### config.mk
export PLATFORM = sky130hd
export DESIGN_NAME = bs_decoder
export DESIGN_NICKNAME = d
export VERILOG_FILES = /design/src/rtl/bs_decoder.sv
export SDC_FILE = /design/constraint.sdc
export NUM_CORES = 1
export LEC_CHECK = 0
export CAP_MARGIN = 20
export CORE_UTILIZATION = 40
export CTS_BUF_LIST = sky130_fd_sc_hd__clkbuf_2 sky130_fd_sc_hd__clkbuf_4 sky130_fd_sc_hd__clkbuf_8
export DETAILED_ROUTE_END_ITERATION = 12
export GPL_TIMING_DRIVEN = 0
export PLACE_DENSITY = 0.74
export REMOVE_ABC_BUFFERS = 1
export SLEW_MARGIN = 40
export SYNTH_ARGS = -nofsm -noshare
export SYNTH_HDL_FRONTEND = slang
export SYNTH_SLANG_ARGS = --single-unit
### constraint.sdc
create_clock -name clk -period 4.2 [get_ports clk]
set_input_delay 1.26 -clock clk [delete_from_list [all_inputs] [get_ports clk]]
set_output_delay 1.26 -clock clk [all_outputs]
set_load 0.05 [all_outputs]
### src/rtl/bs_decoder.sv
// Receive-side bitstream decoder: hunts SYNC, classifies the PID and deserializes
// data/token/handshake packets, then holds them for the protocol FSM until acknowledged.
module bs_decoder #(
    parameter int         DATA_BITS   = 88,
    parameter int         TOKEN_BITS  = 24,
    parameter int         HSHAKE_BITS = 8,
    parameter logic [7:0] SYNC_PAT    = 8'h80
) (
    input  logic                   clk,
    input  logic                   rst_n,
    input  logic                   i_s_in,
    input  logic                   i_bit_valid,
    input  logic                   i_eop,
    input  logic                   i_pkt_ack,
    output logic [1:0]             o_pkt_type,
    output logic [DATA_BITS-1:0]   o_data,
    output logic [TOKEN_BITS-1:0]  o_token,
    output logic [HSHAKE_BITS-1:0] o_hshake,
    output logic                   o_pkt_valid,
    output logic                   o_pkt_err,
    output logic                   o_overrun,
    output logic                   o_busy
);

    localparam logic [2:0] S_IDLE = 3'd0;
    localparam logic [2:0] S_PID  = 3'd1;
    localparam logic [2:0] S_BODY = 3'd2;
    localparam logic [2:0] S_EOPW = 3'd3;
    localparam logic [2:0] S_HOLD = 3'd4;

    localparam logic [1:0] T_NONE   = 2'b00;
    localparam logic [1:0] T_DATA   = 2'b01;
    localparam logic [1:0] T_TOKEN  = 2'b10;
    localparam logic [1:0] T_HSHAKE = 2'b11;

    localparam int DATA_IW  = $clog2(DATA_BITS);
    localparam int TOKEN_IW = $clog2(TOKEN_BITS);

    logic [2:0]             r_state;
    logic [6:0]             r_cnt;
    logic [7:0]             r_window;
    logic [7:0]             r_pid;
    logic [1:0]             r_kind;
    logic [6:0]             r_len;
    logic [1:0]             r_pktType;
    logic [DATA_BITS-1:0]   r_data;
    logic [TOKEN_BITS-1:0]  r_token;
    logic [HSHAKE_BITS-1:0] r_hshake;
    logic                   r_pktValid;
    logic                   r_pktErr;
    logic                   r_overrun;

    logic [7:0] w_windowNext;
    logic [7:0] w_pidNext;
    logic       w_pidOk;
    logic [1:0] w_pidKind;
    logic [6:0] w_cntInc;
    logic       w_bodyLast;

    assign w_windowNext = {i_s_in, r_window[7:1]};
    assign w_cntInc     = r_cnt + 7'd1;
    assign w_bodyLast   = (w_cntInc == r_len);
    assign w_pidOk      = (w_pidNext[7:4] == ~w_pidNext[3:0]);

    // PID as it will look once the incoming bit lands, so it can be judged on the 8th bit.
    always_comb begin
        w_pidNext = r_pid;
        w_pidNext[r_cnt[2:0]] = i_s_in;
    end

    always_comb begin
        case (w_pidNext[3:0])
            4'b0001, 4'b1001, 4'b1101: w_pidKind = T_TOKEN;
            4'b0011, 4'b1011:          w_pidKind = T_DATA;
            4'b0010, 4'b1010, 4'b1110: w_pidKind = T_HSHAKE;
            default:                   w_pidKind = T_NONE;
        endcase
    end

    always_ff @(posedge clk or negedge rst_n) begin
        if (!rst_n) begin
            r_state    <= S_IDLE;
            r_cnt      <= 7'd0;
            r_window   <= 8'd0;
            r_pid      <= 8'd0;
            r_kind     <= T_NONE;
            r_len      <= 7'd0;
            r_pktType  <= T_NONE;
            r_data     <= '0;
            r_token    <= '0;
            r_hshake   <= '0;
            r_pktValid <= 1'b0;
            r_pktErr   <= 1'b0;
            r_overrun  <= 1'b0;
        end else begin
            r_pktErr  <= 1'b0;
            r_overrun <= 1'b0;
            case (r_state)
                S_IDLE: begin
                    if (i_bit_valid) begin
                        if (w_windowNext == SYNC_PAT) begin
                            r_state  <= S_PID;
                            r_cnt    <= 7'd0;
                            r_window <= 8'd0;
                        end else begin
                            r_window <= w_windowNext;
                        end
                    end
                end
                S_PID: begin
                    if (i_bit_valid) begin
                        r_pid <= w_pidNext;
                        if (r_cnt == 7'd7) begin
                            r_cnt <= 7'd8;
                            if (!w_pidOk || w_pidKind == T_NONE) begin
                                r_pktErr <= 1'b1;
                                r_state  <= S_IDLE;
                                r_cnt    <= 7'd0;
                            end else if (w_pidKind == T_HSHAKE) begin
                                r_hshake <= w_pidNext;
                                r_kind   <= T_HSHAKE;
                                if (i_eop) begin
                                    r_state    <= S_HOLD;
                                    r_pktValid <= 1'b1;
                                    r_pktType  <= T_HSHAKE;
                                end else begin
                                    r_state <= S_EOPW;
                                end
                            end else if (i_eop) begin
                                r_pktErr <= 1'b1;
                                r_state  <= S_IDLE;
                                r_cnt    <= 7'd0;
                            end else begin
                                r_state <= S_BODY;
                                r_kind  <= w_pidKind;
                                if (w_pidKind == T_DATA) begin
                                    r_len       <= 7'(DATA_BITS);
                                    r_data[7:0] <= w_pidNext;
                                end else begin
                                    r_len        <= 7'(TOKEN_BITS);
                                    r_token[7:0] <= w_pidNext;
                                end
                            end
                        end else if (i_eop) begin
                            r_pktErr <= 1'b1;
                            r_state  <= S_IDLE;
                            r_cnt    <= 7'd0;
                        end else begin
                            r_cnt <= w_cntInc;
                        end
                    end else if (i_eop) begin
                        r_pktErr <= 1'b1;
                        r_state  <= S_IDLE;
                        r_cnt    <= 7'd0;
                    end
                end
                S_BODY: begin
                    if (i_bit_valid) begin
                        if (r_kind == T_DATA) r_data[r_cnt[DATA_IW-1:0]] <= i_s_in;
                        else                  r_token[r_cnt[TOKEN_IW-1:0]] <= i_s_in;
                        // The final bit is taken before a coincident eop, so the packet still completes.
                        if (w_bodyLast) begin
                            r_cnt <= 7'd0;
                            if (i_eop) begin
                                r_state    <= S_HOLD;
                                r_pktValid <= 1'b1;
                                r_pktType  <= r_kind;
                            end else begin
                                r_state <= S_EOPW;
                            end
                        end else if (i_eop) begin
                            r_pktErr <= 1'b1;
                            r_state  <= S_IDLE;
                            r_cnt    <= 7'd0;
                        end else begin
                            r_cnt <= w_cntInc;
                        end
                    end else if (i_eop) begin
                        r_pktErr <= 1'b1;
                        r_state  <= S_IDLE;
                        r_cnt    <= 7'd0;
                    end
                end
                S_EOPW: begin
                    r_cnt <= 7'd0;
                    if (i_bit_valid) begin
                        r_pktErr <= 1'b1;
                        r_state  <= S_IDLE;
                    end else if (i_eop) begin
                        r_state    <= S_HOLD;
                        r_pktValid <= 1'b1;
                        r_pktType  <= r_kind;
                    end
                end
                S_HOLD: begin
                    if (i_bit_valid) r_overrun <= 1'b1;
                    if (i_pkt_ack) begin
                        r_state    <= S_IDLE;
                        r_pktValid <= 1'b0;
                        r_pktType  <= T_NONE;
                        r_cnt      <= 7'd0;
                    end
                end
                default: begin
                    r_state <= S_IDLE;
                    r_cnt   <= 7'd0;
                end
            endcase
        end
    end

    assign o_pkt_type  = r_pktType;
    assign o_data      = r_data;
    assign o_token     = r_token;
    assign o_hshake    = r_hshake;
    assign o_pkt_valid = r_pktValid;
    assign o_pkt_err   = r_pktErr;
    assign o_overrun   = r_overrun;
    assign o_busy      = (r_state != S_IDLE);

endmodule

======== Yosys cells after proc, flatten, opt, wreduce, memory -nomap -nowiden ========
Memory sizes are Yosys's and may differ from the RTL's.
Index checks and enable logic that the tools add are counted.
word-level totals
  register bits ........................... 160
  word-level logic and storage cells ...... 171
  memories ................................ 1
  memory bits (read-only) ................. 32
  input port bits ......................... 6
memory list
  name              depth  bits a word  read ports  clocked after memory_dff  write ports  line  text
  (name not given)  16     2            1           0                         0            72    case (w_pidNext[3:0])
cells by class
  $lt $le $gt $ge ......................... 6
  eq/ne operators ......................... 30
  bitwise gates (word level) .............. 5
  add/sub/neg operators ................... 1
  reduce and logical (&&, ||, !) cells .... 23
  muxes and demuxes ....................... 90
operators with widths
  operator                                                    count
  2-to-1 mux 8 bit                                            17
  bitwise mux 88 bit                                          1
  2-to-1 mux 7 bit                                            10
  2-to-1 mux 3 bit                                            13
  inequality test 2 bit, second input constant                17
  case mux 8 bit (2 select lines)                             2
  case mux 7 bit (4 select lines)                             1
  AND reduction 9 bit                                         3
  2-to-1 mux 2 bit                                            13
  bitwise mux 24 bit                                          1
  2-to-1 mux 1 bit                                            21
  case mux 3 bit (5 select lines)                             1
  2-to-1 mux 4 bit                                            3
  AND reduction 10 bit                                        1
  AND reduction 5 bit                                         2
  AND reduction 3 bit                                         3
  bitwise mux 8 bit                                           1
  == test 8 bit, second input constant                        1
  less-than comparator 7 x 8 -> 1 bit, second input constant  1
  case mux 2 bit (4 select lines)                             1
  adder 7 x 1 -> 7 bit, second input constant                 1
  demux 1 bit (select 7 bit)                                  1
  == test 7 x 3 -> 1 bit, second input constant               1
  == test 7 bit                                               1
  other kinds (30)                                            38

======== Longest topological paths before layout ========
An unclocked memory read counts as a cell.
  word-level depth ........................ 14
  mapped depth ............................ 14

======== Least setup slack after synthesis ========
OpenSTA, ideal clock, no wires.
  path type ............................... in2reg
  from .................................... input port i_s_in
  to ...................................... register r_token[7], in the netlist o_token[7]
  path slack .............................. 0.091 ns
  buffers on the path ..................... 3
  stages on the path ...................... 12
  library setup time ...................... 0.125 ns
  data required time ...................... 4.075 ns
  data arrival time ....................... 3.985 ns
  cell sequence ........................... clkbuf_1 clkbuf_1 clkbuf_1 mux2i_1 ha_1 nand4b_1 o32ai_1 nor3_1 a22o_1 nand4_2 o21ai_0 mux2_2
between the ends
  cells in the longest elaborated chain, start to end .. 8
  elaborated cells on any way between the ends .. 23
  those cells by class .................... eq/ne (6); mux (11); bitwise (1); reduce/logical (4); memory (1)
RTL lines
  what                                                                              line  text
  start: declaration                                                                11    input logic i_s_in,
  parallel branches: the longest is 8 deep, another holds memory read (16 x 2 bit)  --
  end signal: assignment                                                            141   r_token[7:0] <= w_pidNext;
  end signal: indexed assignment                                                    160   else r_token[r_cnt[TOKEN_IW-1:0]] <= i_s_in;
  end: declaration                                                                  47    logic [TOKEN_BITS-1:0] r_token;
Several ways; the timed one is not identified. The select of a mux whose other input is x is not followed.
A chain may end at the register's enable or synchronous reset.

======== Worst setup path after layout ========
  from .................................... input port i_s_in
  to ...................................... register r_token[7], in the netlist o_token[7]
between the ends
  elaborated cells on any way between the ends .. 23
  those cells by class .................... eq/ne (6); mux (11); bitwise (1); reduce/logical (4); memory (1)
RTL lines
  what                                                                              line  text
  bitwise mux 8 bit (*)                                                             68    w_pidNext[r_cnt[2:0]] = i_s_in;
  named net w_pidNext[1]                                                            54    logic [7:0] w_pidNext;
  parallel branches: the longest is 5 deep, another holds memory read (16 x 2 bit)  --
  AND reduction 9 bit (no source line) (*)                                          --
Mark *: on every way through the listed nets, which the timed path passes. The select of a mux whose other input is x is not followed.

==> out/metrics.csv <==
stage;metric;value;unit
clock_network;clk_path_buf_depth;2;
worst_setup_path;crit_path_max_fanout;61;
clock_network;hold_buffers;0;
route;wire_per_inst;18.27;um
clock_network;cts_buffers;17;
layout;area_growth;24.87;%
layout;layout-drive-gt1-share;19.58;%
clock_network;post_cts_resized;0;
min_path;hold_path.class;flip-flop to flip-flop;
timing;max_slew_margin;46.24;%
synth;synth.top_cell.area_share;48.49;%
synth;yosysTopAreaCell;dfrtp_1;
timing;worst_pin_slew;0.8064;ns
layout;fin_nets;913;
route;wl_met2;10200;um
grt;grt_pass1_vias;6041;
die;die_area;20440;um2
worst_setup_path;cp_data_arrival_time;4.32;ns
route;vias;6476;
worst_setup_path;worstReg2RegStart;r_cnt[2];
synth;avgSynthCellArea;9.935;um2
placement;gp_congestion;0.8770;
synth;synth-seq-cells;154;
timing;setup_violations;0;
min_path;hold_end;o_hshake[0];
synth;synth_enable_flop_cells;0;
die;fp.coreArea;19460;um2
synth;yosys.cell_count.top_type;dfrtp_1;
clock_network;clock-sinks;154;
timing;hold_violations;0;
route;drcViolationCount;0;
synth;syn_area;7948;um2
worst_setup_path;critPathSlowestCell;nor4bb_1;
layout;final_cell_area;9925;um2
worst_setup_path;r2r_slack;0.27;ns
outcome;run_status;finished, final reports clean;
die;design.portCount;132;
clock_network;cts_tree;built;
worst_setup_path;cp_common_cell;a21oi_1;
route;drt_iter0_markers;515;
worst_setup_path;critical_path.max_stage_delay;0.41;ns
placement;port_buffers;131;
route;vias_per_cell;5.493;
worst_setup_path;crit_path_end_kind;flip-flop;
clock_network;worstSkewPairLatency;0.47;ns
grt;antenna_found_initial;0;
worst_setup_path;r2r_cells;10;
synth;synthCells;800;
route;dr.max_layer_used;met4;
timing;hold_slack;0.4909;ns
route;wl_met3;1667;um
run;cap_violations;0;
timing;finalCriticalPeriod;3.964;ns
pwr;power_density;377.2;nW/um2
synth;async_flop_share;100.0;%
pwr;p_total;0.003743;W
timing;slew_viol_final;0;
placement;place_hpwl;14560;um
clock_network;path_clk_slew;0.10;ns
layout;fill_cells;1737;
clock_network;cts-root-buf;clkbuf_8;
synth;ys_warn_count;0;
pwr;p_leak;4.332;nW
route;routed_wl;21540;um
synth;seq_area_frac_synth;48.49;%
die;start_util;40.84;%
placement;dpl-instance-area;9529;um2
synth;synth_top_flop_cell;dfrtp_1;
die;die_w;143.0;um
min_path;hold_path_startpoint;o_hshake[0];
grt;grt_use_total;21.74;%
clock_network;cts_setup_buffers;0;
worst_setup_path;crit_chain;buf_6, nor4bb_1, a21oi_1, inv_1, ha_1, nand2b_1, a21oi_1, a31oi_1, nand4_2, o21ai_0, mux2_2;
grt;grt_overflow;0;
timing;fmax;0.2523;GHz
worst_setup_path;start_kind;primary input;
synth;synth_area_leaders;dfrtp_1, mux2_2, nand2_1;
layout;diodes;0;
timing;fin_crit_sh;94.38;%
worst_setup_path;cp.required;4.55;ns
pwr;max-vdd-ir-drop;0.0002354;V
layout;final_util;50.99;%
route;drt-met1-wl;9379;um
grt;grt_pass1_wl;33880;um
timing;fin_skew;0.01349;ns
worst_setup_path;path_class;primary input to flip-flop;
synth;synth_top_cells_by_count;dfrtp_1, nand2_1, mux2_2, nor2_1, o21ai_0;
synth;ys_types;65;
route;drt-pass1-iter-count;5;
worst_setup_path;r2r-end;o_token[7];
clock_network;cts_max_level;4;
route;ant_nets;0;
timing;rsz0062_at_grt;false;
die;rows;51;
min_path;hold_path_depth;2;
die;chipHeight;143.0;um
grt;grt_max_degree;64;
[worst max-delay path by stage]
| stage | slack [ns] | startpoint | depth (start not counted) | endpoint |
|---|---|---|---|---|
| 6_report | 0.24 | i_s_in | 11 | o_token[7] |
| 5_1_grt | 0.06 | r_cnt[2] | 10 | o_token[7] |
| 4_1_cts | 0.23 | i_s_in | 12 | o_token[7] |
| 3_5_place_dp | -0.28 | i_s_in | 12 | o_token[7] |
| 3_3_place_gp | -4.56 | rst_n | 1 | o_data[58] |
| 2_1_floorplan | 0.68 | i_s_in | 11 | o_token[7] |
[state kept, by name, indices dropped and copies added (netlist names)]
name         flops
o_token         24
o_overrun        1
o_pkt_err        1
o_hshake         8
r_state          3
o_pkt_valid      1
r_cnt            7
o_data          88
r_pid            8
r_window         7
r_len            2
r_kind           2
o_pkt_type       2
[metrics by stage]
step / instances / setup TNS [ns] / setup slack (ns)
floorplan: 747 / 0 / 0.6766
global placement: 1143 / -975.03 / -4.557
detailed placement: 1147 / -1.920 / -0.2845
CTS: 1179 / 0 / 0.2257
global route: 1179 / 0 / 0.06486
finish: 1179 / 0 / 0.2359
[power breakdown]
group          leakage, nW  switching [W]  total (W)  internal, W
Combinational         2.06       0.000610   0.000955     0.000345
Sequential            2.08       0.000138    0.00169      0.00155
Clock                0.193       0.000646    0.00110     0.000451
Total                 4.33        0.00139    0.00374      0.00235
[metal layers]
| layer | vias to the layer above | global-route usage, % |
|---|---|---|
| li1 | 3023 | - |
| met1 | 3184 | 29.45 |
| met2 | 241 | 33.92 |
| met3 | 28 | 5.734 |
| met4 | 0 | 6.621 |
| met5 | - | 0 |
[logic make-up (layout without fill, tap and decap cells)]
logic type / count (synthesis) / in the layout / synth area share [%]
fa+ha+maj: 6 / 6 / 0.9446
mux: 122 / 122 / 17.22
compound gates: 142 / 142 / 11.30
buf+inv: 64 / 178 / 3.259
simple gates: 302 / 302 / 17.68
flops: 154 / 154 / 48.49
xor+xnor: 10 / 10 / 1.102
[cell usage in the layout, fill, tap and decap left out, types with 5 or more instances in the layout]
master           netlist  layout
dfrtp_1              154     153
nand2_1              130     130
clkdlybuf4s50_1        0     129
mux2_2               108     108
nor2_1                57      48
o21ai_0               46      46
a21oi_1               44      44
nand3_1               22      21
nor3_1                28      20
clkbuf_8               0      18
nand2b_1              15      15
mux2i_1               13      13
inv_1                 11      11
nor3_2                 0       8
nor2_2                 0       8
xor2_1                 7       7
or2_2                  6       6
nand4_1                6       6
ha_1                   6       6
and3_1                 5       5
and2_1                 5       5
a31oi_1                5       5
inv_6                  0       5
[critical path: cells and delay by family]
family          cells  cell delay, ns
compound gates      4            0.85
fa+ha+maj           1            0.35
mux                 1            0.36
simple gates        3            0.91
buf+inv             2            0.53
[layout make-up]
type | count | area, um2 | area share (%)
clock buffer | 18 | 247.7 | 2.496
timing repair buffer | 135 | 1408 | 14.18
multi-input combinational | 582 | 3914 | 39.44
inverter | 11 | 41.29 | 0.4160
tap | 265 | 331.6 | 3.341
sequential | 154 | 3855 | 38.84
clock inverter | 14 | 127.6 | 1.286
No activity file was read; power rests on OpenSTA's default activity.
